File: config.mk
export PLATFORM = sky130hd
export DESIGN_NAME = rom_loader
export DESIGN_NICKNAME = d
export VERILOG_FILES = /design/src/rtl/rom_loader_pkg.sv /design/src/rtl/rom_sig_check.sv /design/src/rtl/rom_loader.sv
export SDC_FILE = /design/constraint.sdc
export NUM_CORES = 1
export LEC_CHECK = 0
export ABC_AREA = 1
export CAP_MARGIN = 40
export CORE_MARGIN = 3
export CORE_UTILIZATION = 49
export DETAILED_ROUTE_END_ITERATION = 10
export PLACE_DENSITY = 0.92
export SETUP_SLACK_MARGIN = 0.15
export SLEW_MARGIN = 20
export SYNTH_ARGS = -nofsm -noshare
export SYNTH_HDL_FRONTEND = slang
export SYNTH_HIERARCHICAL = 1
export SYNTH_SLANG_ARGS = --single-unit
File: constraint.sdc
create_clock -name clk_sys -period 2.7 [get_ports clk_sys]
set_clock_uncertainty 0.2 [all_clocks]
set_input_delay 0.54 -clock clk_sys [delete_from_list [all_inputs] [get_ports clk_sys]]
set_output_delay 0.54 -clock clk_sys [all_outputs]
set_load 0.005 [all_outputs]
File: src/rtl/rom_loader_pkg.sv
// rom_loader_pkg: FSM states, Populous signature, row addresses and SGX slot shared by the loader
package rom_loader_pkg;

  typedef enum logic [1:0] {S_IDLE, S_READY, S_WAIT_ACK, S_FULL} state_t;

  localparam logic [15:0] POP_SIG0 = 16'h4F50;
  localparam logic [15:0] POP_SIG1 = 16'h5550;
  localparam logic [15:0] POP_SIG2 = 16'h4F4C;
  localparam logic [15:0] POP_SIG3 = 16'h5355;

  localparam logic [19:0] POP_ROW_A = 20'h1F2;
  localparam logic [19:0] POP_ROW_B = 20'h212;

  localparam logic [4:0] SGX_INDEX = 5'd2;

  function automatic logic [7:0] rev8(input logic [7:0] b);
    logic [7:0] r;
    for (int i = 0; i < 8; i++) r[i] = b[7-i];
    return r;
  endfunction

  function automatic logic [15:0] swap_word(input logic [15:0] d);
    return {rev8(d[15:8]), rev8(d[7:0])};
  endfunction

endpackage

File: src/rtl/rom_sig_check.sv
// rom_sig_check: tracks the Populous signature candidates for headerless and 512-byte-header images
module rom_sig_check
  import rom_loader_pkg::*;
(
  input  logic        clk_sys,
  input  logic        reset_n,
  input  logic        start,
  input  logic        accept,
  input  logic [23:0] addr,
  input  logic [15:0] data,
  input  logic        hdr512,
  output logic        populous
);

  logic [1:0]  cand;
  logic [15:0] sig;
  logic        hit;

  // Expected signature word for this offset; only rows 0x1F2/0x212 at even offsets 6..12 are checked
  always_comb begin
    sig = addr[3:0] == 4'd6 ? POP_SIG0 :
          addr[3:0] == 4'd8 ? POP_SIG1 :
          addr[3:0] == 4'd10 ? POP_SIG2 : POP_SIG3;
    hit = (addr[23:4] == POP_ROW_A || addr[23:4] == POP_ROW_B) &&
          (addr[3:0] inside {4'd6, 4'd8, 4'd10, 4'd12});
  end

  // Both candidates start hopeful; a mismatching word rules out the header mode selected by bit 13
  always_ff @(posedge clk_sys or negedge reset_n) begin
    if (!reset_n) cand <= 2'b00;
    else if (start) cand <= 2'b11;
    else if (accept && hit && data != sig) cand[addr[13]] <= 1'b0;
  end

  assign populous = cand[hdr512];

endmodule

File: src/rtl/rom_loader.sv
// rom_loader: streams download words to SDRAM and DDR3 with a toggle handshake and back-pressure
module rom_loader
  import rom_loader_pkg::*;
#(
  parameter int ADDR_W = 24
) (
  input  logic              clk_sys,
  input  logic              reset_n,
  input  logic              dl_active,
  input  logic [4:0]        dl_index,
  input  logic              dl_wr,
  input  logic [15:0]       dl_data,
  input  logic              swap_en,
  output logic              dl_wait,
  output logic              wr_req,
  input  logic              wr_ack_sd,
  input  logic              wr_ack_dd,
  output logic [ADDR_W-1:0] wr_addr,
  output logic [15:0]       wr_data,
  output logic [7:0]        rom_size,
  output logic              hdr512,
  output logic              populous,
  output logic              sgx,
  output logic              overrun
);

  localparam logic [ADDR_W-1:0] ADDR_LAST = {{(ADDR_W-1){1'b1}}, 1'b0};

  state_t            state, state_n;
  logic              dl_active_q;
  logic              dl_wait_n, wr_req_n, sgx_n, overrun_n;
  logic [ADDR_W-1:0] wr_addr_n;
  logic [15:0]       wr_data_n, data_sw;
  logic [23:0]       addr24;
  logic              acked, start, accept;

  generate
    if (ADDR_W >= 24) begin : g_wide
      assign addr24 = wr_addr[23:0];
    end else begin : g_narrow
      assign addr24 = {{(24-ADDR_W){1'b0}}, wr_addr};
    end
  endgenerate

  assign data_sw  = swap_en ? swap_word(dl_data) : dl_data;
  assign acked    = (wr_ack_sd == wr_req) && (wr_ack_dd == wr_req);
  assign rom_size = addr24[23:16];
  assign hdr512   = addr24[9];

  // State and datapath registers, plus the dl_active delay used for edge detection
  always_ff @(posedge clk_sys or negedge reset_n) begin
    if (!reset_n) begin
      state       <= S_IDLE;
      dl_active_q <= 1'b0;
      dl_wait     <= 1'b0;
      wr_req      <= 1'b0;
      wr_addr     <= '0;
      wr_data     <= '0;
      sgx         <= 1'b0;
      overrun     <= 1'b0;
    end else begin
      state       <= state_n;
      dl_active_q <= dl_active;
      dl_wait     <= dl_wait_n;
      wr_req      <= wr_req_n;
      wr_addr     <= wr_addr_n;
      wr_data     <= wr_data_n;
      sgx         <= sgx_n;
      overrun     <= overrun_n;
    end
  end

  // Next state: accept a word, wait for both controllers, then advance or stop at the top address
  always_comb begin
    state_n   = state;
    dl_wait_n = dl_wait;
    wr_req_n  = wr_req;
    wr_addr_n = wr_addr;
    wr_data_n = wr_data;
    sgx_n     = sgx;
    overrun_n = overrun;
    start     = 1'b0;
    accept    = 1'b0;
    case (state)
      S_IDLE: if (dl_active && !dl_active_q) begin
        state_n   = S_READY;
        wr_addr_n = '0;
        overrun_n = 1'b0;
        sgx_n     = dl_index == SGX_INDEX;
        start     = 1'b1;
      end
      S_READY: if (dl_wr) begin
        wr_data_n = data_sw;
        wr_req_n  = ~wr_req;
        dl_wait_n = 1'b1;
        accept    = 1'b1;
        state_n   = S_WAIT_ACK;
      end else if (!dl_active) state_n = S_IDLE;
      S_WAIT_ACK: begin
        if (dl_wr) overrun_n = 1'b1;
        if (acked) begin
          dl_wait_n = 1'b0;
          if (wr_addr == ADDR_LAST) state_n = S_FULL;
          else begin
            wr_addr_n = wr_addr + ADDR_W'(2);
            state_n   = dl_active ? S_READY : S_IDLE;
          end
        end
      end
      default: begin
        dl_wait_n = 1'b0;
        if (dl_wr) overrun_n = 1'b1;
        if (!dl_active) state_n = S_IDLE;
      end
    endcase
  end

  rom_sig_check u_sig (
    .clk_sys  (clk_sys),
    .reset_n  (reset_n),
    .start    (start),
    .accept   (accept),
    .addr     (addr24),
    .data     (data_sw),
    .hdr512   (hdr512),
    .populous (populous)
  );

endmodule

==> impl_results.rst <==
.. list-table::
   :header-rows: 1

   * - Metric
     - Value
   * - CTS Hold Buffers Added
     - 0
   * - Clock Latency Late Sink
     - about 0.30 ns
   * - Average vias per placed instance
     - 5.29
   * - Class of the tightest hold or removal check
     - input port to asynchronous set/reset pin
   * - Antenna diode count
     - 0
   * - Synthesis-to-layout area growth
     - 29.4%
   * - Number of buffers created by CTS
     - 5
   * - Leakage component of the power
     - 1.84 nW
   * - Least setup slack across all paths after layout
     - 0.254 ns
   * - Count of input and output buffers
     - 80
   * - Final hold slack
     - 0.114 ns
   * - Cell types with the largest area share after synthesis
     - sky130_fd_sc_hd__dfrtp_1 38%, sky130_fd_sc_hd__nand2_1 21%, sky130_fd_sc_hd__nor2_1 7.4%
   * - Clock-pin slew on the worst setup and hold paths
     - ~0.090 ns
   * - Net switching fraction of the power
     - 0.373
   * - Weighted congestion reported at the end of routability-driven placement
     - between 0.8 and 0.9
   * - Worst slew margin
     - 0.594
   * - Most used flip-flop cell after synthesis
     - sky130_fd_sc_hd__dfrtp_1
   * - FMAX
     - roughly 410 MHz
   * - Number of gates resized after CTS
     - 0
   * - Post-DR wirelength/cell
     - between 10 and 15 µm
   * - Area inside the core boundary
     - 0.00610 mm²
   * - Cell with the biggest individual delay on the critical path
     - sky130_fd_sc_hd__dfrtp_1
   * - Setup slack at placement
     - 0.271 ns
   * - Top cell type by total area after synthesis
     - sky130_fd_sc_hd__dfrtp_1
   * - Sort of element at the start of the critical path
     - flip-flop
   * - Critical setup path kind
     - flip-flop to primary output
   * - Clock root buffer master
     - sky130_fd_sc_hd__clkbuf_8
   * - Count of non-filler cells in the finished layout
     - ~620
   * - Number of synthesized flops with an enable pin
     - 0
   * - Iteration-0 DRC Markers
     - 296
   * - Largest voltage drop on the vdd net
     - 0.000493 V
   * - Cell area reported after detailed placement
     - around 0.004 mm²
   * - Proportion of synthesized chip area in sequential cells
     - 0.379
   * - Number of buffers between clock root and the deepest sink
     - 2
   * - Postcts setup bufs
     - 0
   * - Finished layout cell area
     - 0.00410 mm²
   * - Num ports
     - 82
   * - Final setup viols
     - 0
   * - Max incr delay on CP
     - about 0.56 ns
   * - Crit share post-route
     - 0.906
   * - Element type at the critical path end
     - primary output
   * - Final antenna-violating net count
     - 0
   * - Internal power consumption
     - ~1.6 mW
   * - CTS sink cnt
     - 48
   * - Via count of the first global-routing pass
     - a little over 3000
   * - Arrival time reported for the critical path endpoint
     - ~1.7 ns
   * - Asr flop ratio synth
     - 1.00
   * - Transition time at the pin with the least slew margin
     - 0.608 ns
   * - Global-route wire length before repair
     - approximately 14000 µm
   * - Net load switching power
     - 0.964 mW
   * - Share of power burned in the clock network
     - 0.209
   * - Number of vias after detailed routing
     - between 3000 and 4000
   * - Most frequent cells after synthesis
     - 173 x sky130_fd_sc_hd__nand2_1, 62 x sky130_fd_sc_hd__nor2_1, 48 x sky130_fd_sc_hd__dfrtp_1
   * - Worst-path fanout max
     - 9
   * - Total GRT Usage
     - 0.238
   * - Family with the most delay on the worst path
     - flip-flops
   * - Count of endpoints failing hold in the final timing report
     - 0
   * - Antenna violations before repair
     - 0
   * - Final slew viol count
     - 0
   * - Total power divided by cell area
     - about 630 mW/mm²
   * - Final routed DRC violation total
     - 0
   * - Total wire length
     - about 8600 µm
   * - Fraction of synthesized cell area taken by the top area cell type
     - 0.379
   * - Die footprint
     - around 0.0075 mm²
   * - Cells after Synth
     - about 470
   * - Maximum level of the CTS H-tree
     - 2
   * - CP bufs+invs
     - 1
   * - 1st-pass router iterations
     - 5
   * - Layout cells sized above 1
     - 0.0731
   * - Tmin final
     - 2.45 ns
   * - Die X-Extent
     - roughly 86 µm
   * - Maximum number of pins on one net before global-route repair
     - 49
   * - Setup repair after global routing missed its margin
     - no
   * - Yosys reg bits
     - 48
   * - Most frequent cell after synthesis
     - sky130_fd_sc_hd__nand2_1
   * - TritonCTS clock tree
     - done
   * - Post-placement cell count
     - about 610
   * - Sum of negative setup slack
     - 0 ns
   * - Synthesized cell area
     - around 0.0032 mm²
   * - Sequential Power Share
     - 0.389
   * - Mapped Avg Cell Area
     - 6.72 µm²
   * - Combinational fraction of design power
     - 0.403
   * - Initial core utilization
     - 0.519
   * - Global route total overflow
     - 0
   * - Placement row count
     - 28
   * - Nets@finish
     - 575
   * - Synthesis Warnings
     - 6
   * - Result of the run
     - completed
   * - Placed wire-length estimate after detailed placement
     - about 6500 µm
   * - Max cap viols
     - 0
   * - Ordered list of cells on the worst path
     - mux2_2 > clkdlybuf4s50_1
   * - WP data required
     - around 2 ns
   * - Vertical extent of the die
     - 86.4 µm
   * - Synth unique cells
     - 34
==> stage by stage <==
stage | utilization | power (mW)
2_1_floorplan | - | 1.59
3_3_place_gp | 0.653 | 2.02
3_5_place_dp | 0.653 | 2.06
4_1_cts | 0.672 | 2.59
5_1_grt | 0.672 | 2.75
6_report | 0.672 | 2.58
==> power by group through the flow <==
stage / Sequential [mW] / Clock (mW) / Combinational, mW
4_1_cts: 1.01 / 0.545 / 1.04
5_1_grt: 1.03 / 0.582 / 1.14
3_5_place_dp: 1.02 / 0 / 1.04
3_3_place_gp: 1.01 / 0 / 1.01
2_1_floorplan: 1.02 / 0 / 0.570
6_report: 1.00 / 0.540 / 1.04
==> cell usage in the layout (no fill, tap or decap), types with 9 or more instances in the layout <==
cell                                n
sky130_fd_sc_hd__inv_1             38
sky130_fd_sc_hd__clkdlybuf4s50_1   79
sky130_fd_sc_hd__o21ai_0           26
sky130_fd_sc_hd__nand2_1          173
sky130_fd_sc_hd__a21oi_1            9
sky130_fd_sc_hd__nand3_1           39
sky130_fd_sc_hd__nor2_1            62
sky130_fd_sc_hd__xor2_1             9
sky130_fd_sc_hd__dfrtp_1           48
==> per-layer routing <==
metal | global-route usage | share of wire
met5 | 0 | 0
met1 | 0.333 | 0.46
met3 | 0.0285 | 0.053
met4 | 0.0567 | 0.014
met2 | 0.394 | 0.47
==> state kept, by name, summed over array words and instances (netlist names) <==
signal	count
dl_wait	1
sgx	1
wr_req	1
wr_addr	23
overrun	1
u_sig/cand	2
wr_data	16
dl_active_q	1
state	2
==> layout make-up <==
class | count | area (µm²)
tap | 75 | 93.8
fill | 531 | 2000
sequential | 48 | 1200
inverter | 43 | 161
clock buffer | 5 | 68.8
clock inverter | 3 | 46.3
timing repair buffer | 86 | 853
multi-input combinational | 362 | 1670
==> final timing paths <==
check / start / to / slack [ns] / cells after the start
min in group clk_sys: u_sig/cand[0] / u_sig/cand[0] / 0.28 / 2
max reg2reg: wr_addr[1] / wr_addr[17] / 0.43 / 7
min: reset_n / wr_addr[17] / 0.11 / 2
min reg2reg: u_sig/cand[0] / u_sig/cand[0] / 0.28 / 2
max in group asynchronous: reset_n / u_sig/cand[0] / 1.77 / 2
max: wr_addr[9] / populous / 0.25 / 2
==> cell families after synthesis <==
kind of cell,Yosys count,synth area share
AO/OA/AOI/OAI,47,0.0846
XOR/XNOR,10,0.0277
adder cells (fa/ha/maj),1,0.00395
buffers and inverters,63,0.0953
flip-flops,48,0.379
multiplexers,1,0.00356
other,1,0.00118
AND/OR/NAND/NOR,300,0.404
(Power assumes the default switching activity.)
